==> src/rtl/ydm_pkg.sv <==
// Shared definitions for the ydm data-memory stage: funct3 codes, FSM states,
// byte-enable base patterns and the funct3 legality helper.
package ydm_pkg;

  localparam logic [2:0] F3_B  = 3'b000;
  localparam logic [2:0] F3_H  = 3'b001;
  localparam logic [2:0] F3_W  = 3'b010;
  localparam logic [2:0] F3_BU = 3'b100;
  localparam logic [2:0] F3_HU = 3'b101;

  localparam logic [3:0] BE_B = 4'b0001;
  localparam logic [3:0] BE_H = 4'b0011;
  localparam logic [3:0] BE_W = 4'b1111;

  typedef enum logic [1:0] {
    IDLE = 2'd0,
    REQ  = 2'd1,
    RESP = 2'd2
  } ydm_state_e;

  // Stores only have signed-width codes; the unsigned variants are load-only.
  function automatic logic f3_legal(input logic [2:0] f3, input logic is_store);
    logic ok;
    ok = (f3 == F3_B) || (f3 == F3_H) || (f3 == F3_W);
    if (!is_store) ok = ok || (f3 == F3_BU) || (f3 == F3_HU);
    return ok;
  endfunction

endpackage

==> src/rtl/ydm_lane_align.sv <==
// Byte-lane steering for the ydm stage: byte enables, store-data replication
// and load lane extraction with sign/zero extension.
module ydm_lane_align
  import ydm_pkg::*;
(
  input  logic [2:0]  funct3_i,
  input  logic [1:0]  off_i,
  input  logic [31:0] wdata_i,
  input  logic [31:0] m_rdata_i,
  output logic [3:0]  be_o,
  output logic [31:0] wdata_o,
  output logic [31:0] rdata_o
);

  logic [7:0]  byte_sel;
  logic [15:0] half_sel;

  assign byte_sel = m_rdata_i[{off_i, 3'b000} +: 8];
  assign half_sel = off_i[1] ? m_rdata_i[31:16] : m_rdata_i[15:0];

  // funct3[2] marks the unsigned load variants; low bits give the width.
  always_comb begin
    be_o    = BE_W;
    wdata_o = wdata_i;
    rdata_o = m_rdata_i;
    unique case (funct3_i[1:0])
      2'b00: begin
        be_o    = BE_B << off_i;
        wdata_o = {4{wdata_i[7:0]}};
        rdata_o = funct3_i[2] ? {24'b0, byte_sel} : {{24{byte_sel[7]}}, byte_sel};
      end
      2'b01: begin
        be_o    = BE_H << {off_i[1], 1'b0};
        wdata_o = {2{wdata_i[15:0]}};
        rdata_o = funct3_i[2] ? {16'b0, half_sel} : {{16{half_sel[15]}}, half_sel};
      end
      default: begin
        be_o    = BE_W;
        wdata_o = wdata_i;
        rdata_o = m_rdata_i;
      end
    endcase
  end

endmodule

==> src/rtl/ydm_stage.sv <==
// Data-memory stage: one load/store per accepted request over a req/ack bus
// with timeout. Define YDM_MISALIGN_CHK_EN to reject misaligned accesses.
module ydm_stage
  import ydm_pkg::*;
#(
  parameter int WAIT_MAX = 15
) (
  input  logic        clk,
  input  logic        rst_n,
  input  logic        in_valid,
  output logic        in_ready,
  input  logic [31:0] addr,
  input  logic [31:0] wdata,
  input  logic        mem_read,
  input  logic        mem_write,
  input  logic [2:0]  funct3,
  output logic        out_valid,
  output logic [31:0] rdata,
  output logic        err,
  output logic        stall,
  output logic        m_req,
  output logic        m_we,
  output logic [31:0] m_addr,
  output logic [31:0] m_wdata,
  output logic [3:0]  m_be,
  input  logic        m_ack,
  input  logic [31:0] m_rdata
);

  localparam int CW = (WAIT_MAX < 2) ? 1 : $clog2(WAIT_MAX + 1);
  localparam logic [CW-1:0] CNT_LAST = CW'(WAIT_MAX - 1);

  ydm_state_e    state_q, state_d;
  logic [31:0]   addr_q, addr_d;
  logic [31:0]   wdata_q, wdata_d;
  logic [2:0]    f3_q, f3_d;
  logic          we_q, we_d;
  logic [CW-1:0] cnt_q, cnt_d;
  logic [31:0]   rdata_q, rdata_d;
  logic          err_q, err_d;

  logic          is_mem, acc_err, misalign;
  logic [3:0]    lane_be;
  logic [31:0]   lane_wdata, lane_rdata;

  ydm_lane_align u_align (
    .funct3_i  (f3_q),
    .off_i     (addr_q[1:0]),
    .wdata_i   (wdata_q),
    .m_rdata_i (m_rdata),
    .be_o      (lane_be),
    .wdata_o   (lane_wdata),
    .rdata_o   (lane_rdata)
  );

`ifdef YDM_MISALIGN_CHK_EN
  assign misalign = ((funct3[1:0] == 2'b01) && addr[0]) ||
                    ((funct3[1:0] == 2'b10) && (addr[1:0] != 2'b00));
`else
  assign misalign = 1'b0;
`endif

  assign is_mem  = mem_read | mem_write;
  assign acc_err = (mem_read & mem_write) ||
                   (is_mem && !f3_legal(funct3, mem_write)) ||
                   (is_mem && misalign);

  always_comb begin
    state_d = state_q;
    addr_d  = addr_q;
    wdata_d = wdata_q;
    f3_d    = f3_q;
    we_d    = we_q;
    cnt_d   = cnt_q;
    rdata_d = rdata_q;
    err_d   = err_q;
    unique case (state_q)
      IDLE: begin
        if (in_valid) begin
          addr_d  = addr;
          wdata_d = wdata;
          f3_d    = funct3;
          we_d    = mem_write;
          cnt_d   = '0;
          rdata_d = '0;
          err_d   = acc_err;
          state_d = (is_mem && !acc_err) ? REQ : RESP;
        end
      end
      REQ: begin
        if (m_ack) begin
          state_d = RESP;
          rdata_d = we_q ? 32'h0 : lane_rdata;
          err_d   = 1'b0;
        end else if (cnt_q == CNT_LAST) begin
          state_d = RESP;
          rdata_d = '0;
          err_d   = 1'b1;
        end else begin
          cnt_d = cnt_q + 1'b1;
        end
      end
      RESP: begin
        state_d = IDLE;
        rdata_d = '0;
        err_d   = 1'b0;
      end
      default: state_d = IDLE;
    endcase
  end

  always_ff @(posedge clk or negedge rst_n) begin
    if (!rst_n) begin
      state_q <= IDLE;
      addr_q  <= '0;
      wdata_q <= '0;
      f3_q    <= '0;
      we_q    <= 1'b0;
      cnt_q   <= '0;
      rdata_q <= '0;
      err_q   <= 1'b0;
    end else begin
      state_q <= state_d;
      addr_q  <= addr_d;
      wdata_q <= wdata_d;
      f3_q    <= f3_d;
      we_q    <= we_d;
      cnt_q   <= cnt_d;
      rdata_q <= rdata_d;
      err_q   <= err_d;
    end
  end

  // Bus outputs come straight from state and held registers, so they stay
  // stable through REQ and drop the instant reset hits.
  assign in_ready  = (state_q == IDLE);
  assign stall     = (state_q != IDLE);
  assign out_valid = (state_q == RESP);
  assign rdata     = rdata_q;
  assign err       = err_q;
  assign m_req     = (state_q == REQ);
  assign m_we      = m_req & we_q;
  assign m_addr    = m_req ? {addr_q[31:2], 2'b00} : 32'h0;
  assign m_wdata   = m_req ? lane_wdata : 32'h0;
  assign m_be      = m_req ? lane_be : 4'h0;

endmodule

==> config.mk <==
export PLATFORM = sky130hd
export DESIGN_NAME = ydm_stage
export DESIGN_NICKNAME = d
export VERILOG_FILES = /design/src/rtl/ydm_pkg.sv /design/src/rtl/ydm_lane_align.sv /design/src/rtl/ydm_stage.sv
export SDC_FILE = /design/constraint.sdc
export NUM_CORES = 1
export LEC_CHECK = 0
export CAP_MARGIN = 20
export CORE_ASPECT_RATIO = 2
export CORE_MARGIN = 5
export CORE_UTILIZATION = 40
export DETAILED_ROUTE_END_ITERATION = 8
export PLACE_DENSITY = 0.89
export SLEW_MARGIN = 20
export SYNTH_ARGS = -nofsm -noshare
export SYNTH_HDL_FRONTEND = slang
export SYNTH_SLANG_ARGS = --single-unit
export TNS_END_PERCENT = 5
==> constraint.sdc <==
create_clock -name clk -period 2.2 [get_ports clk]
set_clock_uncertainty 0.05 [all_clocks]
set_input_delay 0.22 -clock clk [delete_from_list [all_inputs] [get_ports clk]]
set_output_delay 0.22 -clock clk [all_outputs]
set_load 0.05 [all_outputs]
After elaboration in Yosys (flattened, before gate mapping):

Index checks and enable logic that the tools add are counted.

* bits in registers: 107
* bits of input ports: 105
* output and inout bits: 106
* word-level logic and storage cells: 74

* add/sub/neg operators: 1
* eq/ne operators: 12
* shift-type cells: 3
* mux-type cells: 28
* bitwise gates (word level): 3
* reductions and logical operators: 19

Operator list (number)
* $mux 32: 8
* $pmux 32 s2: 2
* $pmux 32 s3: 1
* $shiftx 32x6->8: 1
* $mux 16: 1
* $mux 4: 4
* $pmux 4 s2: 2
* $mux 2: 4
* $eq 3x3->1 const B: 2
* $ne 2x2->1 const B: 3
* $logic_or 1x1->1: 5
* $add 4x1->4 const B: 1
* $eq 2x1->1 const B: 2
* $eq 4x4->1 const B: 1
* $logic_not 2->1: 2
* $mux 1: 4
* $pmux 2 s2: 1
* $reduce_and 2->1: 2
* $reduce_and 4->1: 1
* $reduce_bool 2->1: 2
* $shl 1x2->4 const A: 1
* $shl 2x2->4 const A: 1
* $eq 3x1->1 const B: 1
* $eq 3x2->1 const B: 1
* other kinds (10): 13

Logic depth before layout (Yosys ltp):

Gate-level depths: netlist of the first run.

* word-level depth: 14
* depth in mapped cells: 9
* depth with buffers taken out: 6

By module:

Synthesis of the first run repeated with hierarchy kept, for this count alone.

* cells, all modules: 595
* area, all modules: 6122.1 µm²

By module, submodules not included
* ydm_stage: instances 1, cells an instance 424, area each 4830.9 µm²
* ydm_lane_align: instances 1, cells an instance 171, area each 1291.2 µm²

Worst setup path after synthesis of the first run:

No wires, ideal clock.

* kind: register to register
* start: register state_q[1]
* end: register rdata_q[21], in the netlist rdata[21]
* library setup time: 67 ps
* arrival: 2463 ps
* path slack: -380 ps
* stages on the path, launching flop included: 10
* cells stage by stage: dfrtp_1 -> inv_1 -> ha_1 -> buf_4 -> nand2_2 -> or4_4 -> buf_6 -> nor4b_4 -> buf_6 -> a221o_1

* longest elaborated chain between the ends: 3

Ends and longest elaborated chain
* start, declared: RTL line ydm_stage.sv:33 `ydm_state_e state_q, state_d;`
* start signal, assigned: RTL line ydm_stage.sv:123 `state_q <= state_d;`
* $eq 2x1->1 *
* via m_req: RTL line ydm_stage.sv:21 `output logic m_req,`
* $ne 3x1->1 (no source line) or $reduce_bool 3->1 (tied branches)
* $reduce_and 3->1 (no source line)
* end signal, assigned: RTL line ydm_stage.sv:129 `rdata_q <= rdata_d;`
* end, declared: RTL line ydm_stage.sv:39 `logic [31:0] rdata_q, rdata_d;`

The timed path passes the listed nets; every way through them passes the cells marked *.
A chain may end at the register's enable or synchronous reset.

Worst setup path after layout of the first run:

* start: register state_q[1]
* end: output m_wdata[14]

* longest elaborated chain between the ends: 2

Ends and longest elaborated chain
* $eq 2x1->1: RTL line ydm_stage.sv:141 `assign m_req = (state_q == REQ);`
* $mux 32: RTL line ydm_stage.sv:144 `assign m_wdata = m_req ? lane_wdata : 32'h0;`
* end, declared: RTL line ydm_stage.sv:24 `output logic [31:0] m_wdata,`

Every way passes these cells.

==> key figures, run 1 <==
Outcome
  • Status: finished, final reports clean

Global routing
  • Antenna violations before repair: 0
  • GRT Residual Overflow: 0
  • First-pass GRT wire length: 28780 um
  • Largest net degree at the start of global routing: 40
  • Global routing usage summed across all routing layers: 0.2242
  • Vias in the first global route: 5314

STA
  • Worst setup margin: 0.03427 ns
  • Worst hold slack: 0.3371 ns
  • RSZ-0062 raised after global routing: yes
  • Setup TNS: 0 ns
  • Post-layout minimum cycle time: 2.166 ns
  • Final Setup Violations: 0
  • Final Hold Vio Count: 0
  • Max-slew violations: 0
  • Worst-Margin Slew: 0.5730 ns
  • Max Clock Freq: 461.7 MHz
  • Part of the cycle the worst path needs: 0.9844
  • Slew headroom: 0.6168

Run
  • Max-cap violation count: 0

Finish
  • Post-Route Utilization: 0.6627
  • Layout cells sized above 1: 0.3087
  • Post-route non-filler standard cell count: 889
  • Area growth, synth to finish: 64.43%
  • Fin nets: 838
  • Ant diodes: 0

Critical path
  • Largest fanout on the critical path: 21
  • Crit. End Element: output port
  • Startpoint types: register
  • CP required: 1.93 ns
  • WP data arrival: 1.90 ns
  • WS Path Type: reg2out

Synth
  • Number of enable flip-flop cells after synthesis: 0
  • Synthesized area: 0.005537 mm^2
  • Synth warnings: 0
  • Synth Flop Type: dfrtp_1
  • Synth Register Bits: 107
  • Share of synthesized registers carrying an async set or reset: 1.000
  • Syn_area_per_cell: 10.88 um^2
  • Gate Count Post-Synth: just over 500
  • Netlist cell types: 50
  • Register area share after synthesis: 0.4836

Floorplanning
  • Num rows: 61
  • Die ar.: 0.01644 mm^2
  • # IOs: 211
  • Core area: 0.01374 mm^2
  • Die Ht: 176.4 um
  • Initial Util: 0.4030
  • Die W: roughly 93 um

Routing
  • 1st-iter DRT viols: around 220
  • Total Routed Length: 18300 um
  • Antenna viol nets, final: 0
  • Via count: about 5k
  • DRC: 0
  • Vias per cell: approximately 5.6
  • WL per Instance: 20.59 um
  • DR pass1 iterations: 5

Power and ir drop
  • PD cells: between 1000 and 1500 mW/mm^2
  • Peak supply drop: 775.1 uV
  • Leakage: between 3 and 4 nW

CTS
  • Sinks on Clock Net: 107
  • Reg clk slew, reported paths: 0.07 ns
  • Num CTS Buffers: 9
  • Clock buffer depth: 2
  • CTS H-Tree Depth: 3
  • Later-pin clock latency in the skew report: 0.35 ns
  • Root buffer cell: clkbuf_16
  • CTS tree: done

Placement
  • Placed Cells: 864
  • Pre-CTS WS: -0.2122 ns
  • Placer Congestion: 0.8986
  • Port Buffers: 208
  • Detailed Place HPWL: approximately 14000 um

Hold path
  • Class of the worst hold path: in2async
power breakdown:
part           switching [mW]  internal [mW]  total [mW]
combinational            2.87           2.48        5.35
clock                   0.766          0.925        1.69
sequential              0.543           2.67        3.21
kinds of logic after synthesis:
kind of cell,count (synthesis),synth area share
adders and majority gates,6,0.01356
other,1,0.0006773
muxes,93,0.1925
and+or+nand+nor,155,0.1485
DFF,107,0.4836
buffers and inverters,52,0.04045
AOI/OAI and AO/OA,95,0.1207
routing by layer:
layer  vias up  GRT usage  share of wire
li1       2246          -              -
met1      2383     0.2695           0.37
met2       313     0.3584           0.47
met3        42    0.09126           0.13
met4         0    0.08502          0.031
met5         -          0              0
cell type report:
cell class              count  area, um^2
fillers                   954        4634
repair buffers            245        3122
multi-input cells         351        2743
flip-flops and latches    107        2679
clock buffers              10       239.0
well taps                 157       196.4
clock inverters             6       72.57
inverters                  13       52.55
placed cells by master, fill, tap and decap left out, drive strengths merged, types with 21 or more instances in the layout:
master         instances
and2                  42
o21ai                 22
dfrtp                107
mux2                  68
buf                  106
nand2                 34
clkdlybuf4s50        136
a21oi                 23
nor2                  38
mux2i                 21
cells in the mapped netlist (all sizes together), types with 3 or more instances:
cell | instances | share of area
dfrtp | 107 | 0.48
mux2 | 68 | 0.14
and2 | 42 | 0.047
nor2 | 38 | 0.026
nand2 | 34 | 0.024
clkbuf | 24 | 0.016
a21oi | 23 | 0.021
o21ai | 22 | 0.020
mux2i | 21 | 0.038
a221o | 20 | 0.036
buf | 15 | 0.015
nand3 | 14 | 0.013
inv | 13 | 0.0088
a22o | 11 | 0.017
nor2b | 7 | 0.0093
ha | 6 | 0.014
mux4 | 4 | 0.016
o22ai | 4 | 0.0045
a31oi | 3 | 0.0034
repair_timing:
item | CTS | global route
buffers inserted | 8 | 1
setup endpoints to repair | 74 | 48
hold endpoints to repair | 37 | 0
hold buffers | 1 | 0
gates resized for setup | 14 | 10
pin swaps | 2 | 4
per-stage QoR:
step	area [um^2]	power [mW]
2_1_floorplan	5577	6.334
3_3_place_gp	8635	8.188
3_5_place_dp	8635	8.409
4_1_cts	9064	10.21
5_1_grt	9104	10.77
6_report	9104	10.25
critical path: stages, from the launching register on:
cell        delay, ns
dfrtp_1          0.42
inv_2            0.13
ha_4             0.21
clkinvlp_4       0.18
buf_12           0.20
a21oi_1          0.22
buf_12           0.18
state kept, by name (all words and copies together) (netlist names):
name and cells:
addr_q 32, cnt_q 4, err 1, f3_q 3
rdata 32, state_q 2, wdata_q 32, we_q 1
final timing paths:
path	startpoint	cells past startpoint	end	slack, ns
worst max-delay path	state_q[1]	6	m_wdata[14]	0.03
worst min register to register	err	2	err	0.44
worst min-delay path	rst_n	2	addr_q[7]	0.34
max in group asynchronous	rst_n	3	f3_q[1]	1.16
min in group clk	wdata[16]	2	wdata_q[16]	0.42
worst max register to register	state_q[1]	8	rdata[28]	0.09
(Power assumes the default switching activity.)
==> run 2, diff against run 1 <==
--- a/config.mk
+++ b/config.mk
@@ -9,6 +9,7 @@
 export CORE_ASPECT_RATIO = 2
 export CORE_MARGIN = 5
 export CORE_UTILIZATION = 40
+export CTS_CLUSTER_DIAMETER = 50
 export DETAILED_ROUTE_END_ITERATION = 8
 export PLACE_DENSITY = 0.89
 export SLEW_MARGIN = 20
==> results of run 2 <==
No change in the layout: final DEF, timing and power equal those of run 1.
==> run 3, diff against run 2 <==
--- a/config.mk
+++ b/config.mk
@@ -10,6 +10,7 @@
 export CORE_MARGIN = 5
 export CORE_UTILIZATION = 40
 export CTS_CLUSTER_DIAMETER = 50
+export CTS_CLUSTER_SIZE = 28
 export DETAILED_ROUTE_END_ITERATION = 8
 export PLACE_DENSITY = 0.89
 export SLEW_MARGIN = 20
==> results of run 3 <==
No change in the layout: final DEF, timing and power equal those of run 1.
